### src/rtl/quadra_driver.sv
// Transmit-side driver for the quadra pipeline: credit-gated sample issue,
// result FIFO capture and sticky protocol error flags.
module quadra_driver #(
    parameter int X_W       = 16,
    parameter int Y_W       = 32,
    parameter int RES_DEPTH = 8,
    parameter int TIMEOUT   = 15
) (
    input  logic                           clk,
    input  logic                           rst,
    input  logic                           en,
    input  logic [X_W-1:0]                 in_data,
    input  logic                           in_valid,
    output logic                           in_ready,
    output logic [X_W-1:0]                 x,
    output logic                           x_dv,
    input  logic [Y_W-1:0]                 y,
    input  logic                           y_dv,
    output logic [Y_W-1:0]                 res_data,
    output logic                           res_valid,
    input  logic                           res_ready,
    output logic [$clog2(RES_DEPTH+1)-1:0] inflight,
    output logic                           err_unexpected,
    output logic                           err_timeout
);

    localparam int CNT_W = $clog2(RES_DEPTH + 1);
    localparam int PTR_W = $clog2(RES_DEPTH);
    localparam int TMR_W = $clog2(TIMEOUT + 1);

    logic [Y_W-1:0]   mem [RES_DEPTH];
    logic [PTR_W-1:0] wr_ptr;
    logic [PTR_W-1:0] rd_ptr;
    logic [CNT_W-1:0] fifo_count;
    logic [TMR_W-1:0] timer;
    logic [CNT_W:0]   used;
    logic             issue;
    logic             ret;
    logic             pop;

    // Every issued sample reserves a FIFO slot until its result is popped,
    // so the pipeline can never deliver into a full FIFO.
    assign used     = {1'b0, inflight} + {1'b0, fifo_count};
    assign in_ready = !rst && en && (used < (CNT_W+1)'(RES_DEPTH)) && !err_timeout;
    assign issue    = in_valid && in_ready;
    assign ret      = y_dv && (inflight != '0);
    assign pop      = res_valid && res_ready;

    assign res_valid = (fifo_count != '0);
    assign res_data  = mem[rd_ptr];

    always_ff @(posedge clk or posedge rst) begin
        if (rst) begin
            x    <= '0;
            x_dv <= 1'b0;
        end else begin
            x_dv <= issue;
            if (issue) begin
                x <= in_data;
            end
        end
    end

    always_ff @(posedge clk or posedge rst) begin
        if (rst) begin
            inflight <= '0;
        end else begin
            case ({issue, ret})
                2'b10:   inflight <= inflight + CNT_W'(1);
                2'b01:   inflight <= inflight - CNT_W'(1);
                default: inflight <= inflight;
            endcase
        end
    end

    // Storage is cleared on reset so the head reads zero out of reset.
    always_ff @(posedge clk or posedge rst) begin
        if (rst) begin
            for (int i = 0; i < RES_DEPTH; i++) begin
                mem[i] <= '0;
            end
            wr_ptr     <= '0;
            rd_ptr     <= '0;
            fifo_count <= '0;
        end else begin
            if (ret) begin
                mem[wr_ptr] <= y;
                wr_ptr      <= wr_ptr + PTR_W'(1);
            end
            if (pop) begin
                rd_ptr <= rd_ptr + PTR_W'(1);
            end
            case ({ret, pop})
                2'b10:   fifo_count <= fifo_count + CNT_W'(1);
                2'b01:   fifo_count <= fifo_count - CNT_W'(1);
                default: fifo_count <= fifo_count;
            endcase
        end
    end

    always_ff @(posedge clk or posedge rst) begin
        if (rst) begin
            timer          <= '0;
            err_timeout    <= 1'b0;
            err_unexpected <= 1'b0;
        end else begin
            if (y_dv && (inflight == '0)) begin
                err_unexpected <= 1'b1;
            end
            if (y_dv || (inflight == '0)) begin
                timer <= '0;
            end else if (timer != TMR_W'(TIMEOUT)) begin
                timer <= timer + TMR_W'(1);
            end
            // The flag rises on the edge where the counter reaches TIMEOUT.
            if (!y_dv && (inflight != '0) && (timer == TMR_W'(TIMEOUT - 1))) begin
                err_timeout <= 1'b1;
            end
        end
    end

endmodule

### config.mk
export PLATFORM = sky130hd
export DESIGN_NAME = quadra_driver
export DESIGN_NICKNAME = d
export VERILOG_FILES = /design/src/rtl/quadra_driver.sv
export SDC_FILE = /design/constraint.sdc
export NUM_CORES = 1
export LEC_CHECK = 0
export CAP_MARGIN = 20
export CORE_MARGIN = 2
export CORE_UTILIZATION = 60
export DETAILED_ROUTE_END_ITERATION = 16
export HOLD_SLACK_MARGIN = 0.02
export PLACE_DENSITY = 0.82
export SLEW_MARGIN = 20
export SYNTH_ARGS = -nofsm -noshare
export SYNTH_HDL_FRONTEND = slang
export SYNTH_SLANG_ARGS = --single-unit
### constraint.sdc
create_clock -name clk -period 17.6 [get_ports clk]
set_input_delay 1.76 -clock clk [delete_from_list [all_inputs] [get_ports clk]]
set_output_delay 1.76 -clock clk [all_outputs]
set_load 0.01 [all_outputs]
==> results.yml <==
setup_path:
  worst_path_largest_cell_delay_ns: 0.59
  endpoint_kind: "output port"
  cp_top_family: "buffers and inverters"
  crit_buf_inv: 2
  crit_path_start_kind: "input pin"
  arrival_ns: 3.57
  cp_cell_sequence: "clkdlybuf4s50_1 > nor4b_1 > nor4b_1 > clkdlybuf4s50_1"
  cp_slowest_cell: "clkdlybuf4s50_1"
  cp.required_ns: 15.84
  crit_type: "input pin to output port"
  path_max_fanout: 2
logic_synthesis:
  async_flop_share_pct: 100.0
  syn_area_um2: 13580
  syn_nets: 893
  ys_ff_latch: 293
  avgSynthCellArea_um2: 16.48
  synth_cell_type_count: 42
  yosys_warnings: 0
  yosysSeqAreaShare_pct: 53.98
  synthCells: 824
  synth-edff-count: 0
  ys.flop_type: "dfrtp_1"
clock_tree:
  clk_pin_slew_ns: 0.05
  clkSinkCount: 293
  cts_tree: "done"
  post_cts_buffers: 0
  htreeDepth: 1
  cts_buffers: 31
  insertion_delay_ns: 0.55
  cts-hold-fix-buffers: 0
  cts_buffer_depth: 3
  post_cts_resized: 0
  cts-root-buf: "clkbuf_16"
timing:
  slew_violations: 0
  worstMarginPinSlew_ns: 1.027
  timing.setup.tns_ns: 0
  period_needed_ns: 5.327
  finalHoldViolCount: 0
  period_share_pct: 30.27
  slew_headroom_pct: 31.53
  fmax_mhz: 187.7
  setup_slack_ns: 12.27
  rsz0062_at_grt: "no"
  setup_violations: 0
  skew_ns: 0.01063
cells_and_area:
  syn_to_final_growth_pct: 16.49
  fin_area_um2: 15820
  n_fill_cell: 1465
  fin_nets: 997
  final_cells: 1236
  drive_above_1_share_pct: 46.58
grt:
  grt_usage_pct: 23.24
  antenna_found_initial: 1
  grt_pass1_wl_um: 43720
  grt_overflow: 0
  grt_max_degree: 155
  first_global_vias: 7987
floorplan:
  dieWidth_um: 154.5
  num_rows: 55
  fp.coreArea_um2: 22430
  dieArea_um2: 23860
  die_h_um: 154.5
  ios: 111
  initial_core_util_pct: 60.54
power:
  power_frac_clock_pct: 19.1
  combinationalPowerShare_pct: 42.1
  p_seq_share_pct: 38.7
  ir_drop_uv: 110.8
  power_w: 0.003209
  internal_power_w: 0.002255
  power.static_leakage_nw: 6.730
  p_per_area_nw_per_um2: 202.8
  p_sw_w: 0.0009544
  p_sw_share_pct: 29.74
route:
  route.detailed.drc: 0
  vias_per_cell: 5.969
  drt_iter0_markers: 421
  wl_um: 26330
  drt_pass1_iterations: 4
  dr_total_vias: 7378
  post_drt_wl_per_cell_um: 21.30
  ant_nets: 0
run:
  max_cap_violations: 0
placement:
  place.gp.congestion: 0.7612
  placed_cells: 1180
  hpwl_um: 15240
  port_buffers: 110
  pre_cts_ws_ns: 12.28
  placed_area_um2: 14850
run_status:
  outcome: "finished, final reports clean"
min_path:
  worst_hold_path_type: "flip-flop to flip-flop"
==> per-stage QoR <==
stage	utilization [%]	hold slack, ns
after floorplan	-	0.4587
after global placement	66.17	0.4468
after detailed placement	66.17	0.4471
after CTS	70.48	0.4679
after global routing	70.51	0.4998
final	70.52	0.4633
==> kinds of logic (layout without fill, tap and decap cells) <==
logic type               count (synthesis)  count (layout)  share of synthesized area (%)
AND/OR/NAND/NOR                         48              48                          2.128
flip-flops                             293             293                          53.98
AO/OA/AOI/OAI                           21              21                          1.216
buffers and inverters                   66             191                          2.801
other                                    0               2                              0
multiplexers                           372             372                          37.80
XOR/XNOR                                 9               9                         0.5804
adder cells (fa/ha/maj)                 15              15                          1.492
==> synth_stat cells, drive strengths merged, types with 2 or more instances <==
cell / instances / area [µm²]
mux2: 307 / 3682
dfrtp: 293 / 7332
mux4: 64 / 1441
buf: 33 / 251.5
clkbuf: 19 / 73.82
inv: 14 / 55.06
ha: 13 / 162.7
nand3: 10 / 50.05
nand2: 9 / 33.78
nor3b: 8 / 60.06
xnor2: 7 / 61.31
nor2: 6 / 22.52
a21oi: 4 / 20.02
o21ai: 4 / 20.02
or4b: 4 / 40.04
o211ai: 3 / 22.52
a2111o: 2 / 22.52
a31oi: 2 / 12.51
and4b: 2 / 20.02
fa: 2 / 40.04
nand3b: 2 / 15.01
nor3: 2 / 10.01
nor4b: 2 / 17.52
o311ai: 2 / 17.52
xor2: 2 / 17.52
==> final timing paths <==
check,start,to,slack [ns],cells after the start
worst max-delay path,rst,in_ready,12.27,4
worst min register to register,err_unexpected,err_unexpected,0.46,1
min in group asynchronous,rst,fifo_count[1],1.77,2
max in group asynchronous,rst,mem[144],14.36,3
worst min-delay path,err_unexpected,err_unexpected,0.46,1
worst max register to register,inflight[3],inflight[3],14.28,9
==> cell type report <==
type / instances / area (µm²) / share of cell area, %
flip-flops and latches: 293 / 7338 / 46.38
multi-input cells: 465 / 5889 / 37.22
repair buffers: 123 / 1199 / 7.576
clock buffers: 49 / 933.4 / 5.900
well taps: 285 / 356.6 / 2.254
inverters: 14 / 67.56 / 0.4270
clock inverters: 5 / 32.53 / 0.2056
diodes: 2 / 5.005 / 0.03163
==> registers in the layout, summed over array words and instances (netlist names), 3 cells and up <==
name        cells
x              16
wr_ptr          3
rd_ptr          3
timer           4
fifo_count      4
inflight        4
mem           256
==> layer usage <==
metal | wire [µm] | vias up | global-route usage, % | part of all wire [%]
li1 | - | 3283 | - | -
met4 | 503 | 0 | 5.732 | 1.9
met3 | 829 | 37 | 3.054 | 3.1
met5 | 0 | - | 0 | 0
met2 | 13030 | 116 | 38.27 | 49
met1 | 11970 | 3942 | 33.52 | 45
==> worst register-to-register path, cell delays in order, from the launching register on <==
cell	delay, ns
dfrtp_1	0.48
ha_1	0.33
nor4b_1	0.35
o211ai_1	0.14
buf_4	0.23
ha_1	0.32
ha_1	0.39
or4b_2	0.69
o311ai_0	0.13
o211ai_1	0.12
==> power groups by stage <==
stage          logic [W]  registers (W)  clock network (W)
3_5_place_dp     0.00136        0.00125                  0
6_report         0.00135        0.00124           0.000614
5_1_grt          0.00145        0.00129           0.000657
2_1_floorplan    0.00101        0.00115                  0
3_3_place_gp     0.00132        0.00124                  0
4_1_cts          0.00137        0.00125           0.000628
==> layout by cell type, fill, tap and decap left out, drive strengths merged, types with 2 or more instances in the layout <==
master         synthesis  routed
a21oi                  4       4
diode                  0       2
xor2                   2       2
nor3b                  8       8
mux2                 307     307
fa                     2       2
mux4                  64      64
clkinv                 0       4
and4b                  2       2
clkdlybuf4s50          0     110
ha                    13      13
o211ai                 3       3
nor4b                  2       2
inv                   14      15
a2111o                 2       2
xnor2                  7       7
nand3b                 2       2
buf                   33      13
dfrtp                293     293
nand2                  9       9
or4b                   4       4
o21ai                  4       4
nor3                   2       2
nand3                 10      10
nor2                   6       6
a31oi                  2       2
clkbuf                19      49
o311ai                 2       2
Note: power is estimated with default switching activity, not from simulation.
==> RTL edit (same settings) <==
Put one more register stage on the output `err_timeout`. The value now appears one clock later. The other outputs are not delayed to match.
--- a/src/rtl/quadra_driver.sv
+++ b/src/rtl/quadra_driver.sv
@@ -30,2 +30,4 @@
 
+    logic err_timeout_s0;
+
     logic [Y_W-1:0]   mem [RES_DEPTH];
@@ -43,3 +45,3 @@
     assign used     = {1'b0, inflight} + {1'b0, fifo_count};
-    assign in_ready = !rst && en && (used < (CNT_W+1)'(RES_DEPTH)) && !err_timeout;
+    assign in_ready = !rst && en && (used < (CNT_W+1)'(RES_DEPTH)) && !err_timeout_s0;
     assign issue    = in_valid && in_ready;
@@ -103,3 +105,3 @@
             timer          <= '0;
-            err_timeout    <= 1'b0;
+            err_timeout_s0 <= 1'b0;
             err_unexpected <= 1'b0;
@@ -116,3 +118,3 @@
             if (!y_dv && (inflight != '0) && (timer == TMR_W'(TIMEOUT - 1))) begin
-                err_timeout <= 1'b1;
+                err_timeout_s0 <= 1'b1;
             end
@@ -121,2 +123,6 @@
 
+    always_ff @(posedge clk) begin
+        err_timeout <= err_timeout_s0;
+    end
+
 endmodule
Formal check against the unedited RTL: no difference found for any inputs over 4 cycles, from zero or initial values and one cycle with rst high; that may be too few to reach the edited logic, so the function may still have changed.
==> RTL edit against the original RTL <==
  * Non-clock buffer count stayed put
  * Cell area up 0.73%
  * Global-route usage fell by 0.31 points
  * Total power up 1.7%
  * Worst setup slack better by 0.034 ns
  * Utilization rose by 0.51 points
  * Clock power grew 8.1%
  * Routed wire length is 1.1% higher
  * First-iteration DRC count up 1.7%
  * Clock skew down 0.00050 ns
  * Sequential cell count rose by 1
  * Synthesized area rose by 0.15%
  * Synthesized cell count increased by 0.12%
==> RTL edit: results (changes against the original RTL) <==
----------------------------------------------------
[Place]
  Placement-stage cell area ... 14,900 µm² (+0.18%)
  Post-placement setup slack ... 12.30 ns (+0.0212 ns)
  Hpwl dp ... 15.4 mm (+1.3%)
  Cell count after placement ... 1,181 (+0.085%)
  Routability Congestion ... 0.777 (+2.1%)

[Global route]
  Total track usage ... 22.9% (-0.31 points)
  Wire length of the first global-routing pass ... 43.4 mm (-0.63%)
  Largest net degree at the start of global routing ... 150 (-3.2%)
  Initial antenna violation count ... 0 (-1)
  Grt met1 use ... 33.0% (-0.51 points)
  M3 GR Usage ... 3.11% (+0.056 points)
  Via count of the first global-routing pass ... 7,944 (-0.54%)
  Met2 capacity usage during global routing ... 37.9% (-0.40 points)

[Hold path]
  Endpoint, Worst Hold ... err_timeout$_DFF_P_
  Number of stages on the worst hold path ... 0 (-1)
  Startpoint of the tightest hold check path ... err_timeout_s0$_DFFE_PP0P_

[Power]
  P_int ... 2300 µW (+2.2%)
  Leak pwr ... 0.00679 µW (+0.90%)
  Maximum VDD drop ... 0.000116 V (+4.4%)

[Yosys]
  Post-synth ARST share ... 99.7% (-0.34 points)
  Yosys warns ... 0 (unchanged)
  Mapped Nets ... 894 (+0.11%)
  Largest cells by area after synthesis ... dfrtp_1 54%, mux2_2 20%, mux4_2 11%
  Register area share after synthesis ... 54.1% (+0.068 points)
  Post-synthesis area per instance ... 16.5 µm² (about the same)
  Main synth FF type ... dfrtp_1
  Most used standard cells in the synthesized netlist ... 293 x dfrtp_1, 245 x mux2_2, 64 x mux4_2
  Distinct cell type count after synthesis ... 43 (+2.4%)

[Clocking]
  Clock buffer depth ... 3 (unchanged)
  H-tree depth reported by CTS ... 1 (unchanged)
  Clock buffers created by TritonCTS ... 30 (-3.2%)

[Finish]
  Area of the multi-input gates ... 5900 µm² (+0.11%)
  Number of fillers in the final layout ... 1,469 (+0.27%)
  Fraction of layout cells with a size suffix above 1 ... 47.1% (+0.48 points)
  Antenna diode count ... 0 (-2)

[Timing]
  Transition at the pin with the smallest max-transition slack ... 1.05 ns (+0.0233 ns)
  Worst slack on hold paths ... 0.456 ns (-0.00699 ns)
  Clock tree skew after final layout ... 0.0101 ns (-0.000504 ns)

[Drt]
  Via density per instance ... 5.99 (+0.31%)
  1st-iter DRT viols ... 428 (+1.7%)
  Total number of vias ... 7,395 (+0.23%)
  Total detailed-routing wirelength ... 26.6 mm (+1.1%)

[Worst setup path]
  Arr. time, crit path ... 3.53 ns (-0.04 ns)
  Worst-case register-to-register setup slack ... 14.31 ns (+0.03 ns)

[Outcome]
  Outcome ... finished, final reports clean

----------------------------------------------------
-- RTL edit: changes by cell type after synthesis --
cell     change
dfxtp_1      +1
-- RTL edit: cell families (layout without fill, tap and decap cells) --
group | count (synthesis) | in the layout | synth area share, %
buffers and inverters | 66 | 191 | 2.80
XOR/XNOR | 9 | 9 | 0.580
AND/OR/NAND/NOR | 48 | 48 | 2.13
adder cells (fa/ha/maj) | 15 | 15 | 1.49
flip-flops | 294 | 294 | 54.1
multiplexers | 372 | 372 | 37.7
AO/OA/AOI/OAI | 21 | 21 | 1.21
-- RTL edit: how the worst max path moves through the flow --
stage | endpoint | slack (ns) | depth (start not counted)
2_1_floorplan | err_timeout_s0$_DFFE_PP0P_ | 7.75 | 1
3_3_place_gp | in_ready | 12.32 | 4
3_5_place_dp | in_ready | 12.30 | 4
4_1_cts | res_data[29] | 12.25 | 4
5_1_grt | in_ready | 12.20 | 4
6_report | in_ready | 12.31 | 4
-- RTL edit: metal layers --
metal / part of all wire (%) / vias up
met5: 0 / -
met1: 46 / 3963
met4: 1.5 / 0
met2: 49 / 118
met3: 3.5 / 35
li1: - / 3279
-- RTL edit: power groups by stage --
stage          registers (µW)  logic, µW  clock network (µW)
6_report                 1240       1360                 664
5_1_grt                  1280       1460                 705
4_1_cts                  1240       1380                 676
3_5_place_dp             1240       1370                   0
3_3_place_gp             1220       1340                   0
2_1_floorplan            1150       1010                   0
-- RTL edit: cell type report --
| type | instances | area share, % |
|---|---|---|
| clock buffer | 45 | 5.83 |
| clock inverter | 9 | 0.777 |
| inverter | 14 | 0.424 |
| multi-input combinational | 465 | 37.0 |
| sequential | 294 | 46.2 |
| tap | 285 | 2.24 |
| timing repair buffer | 123 | 7.57 |
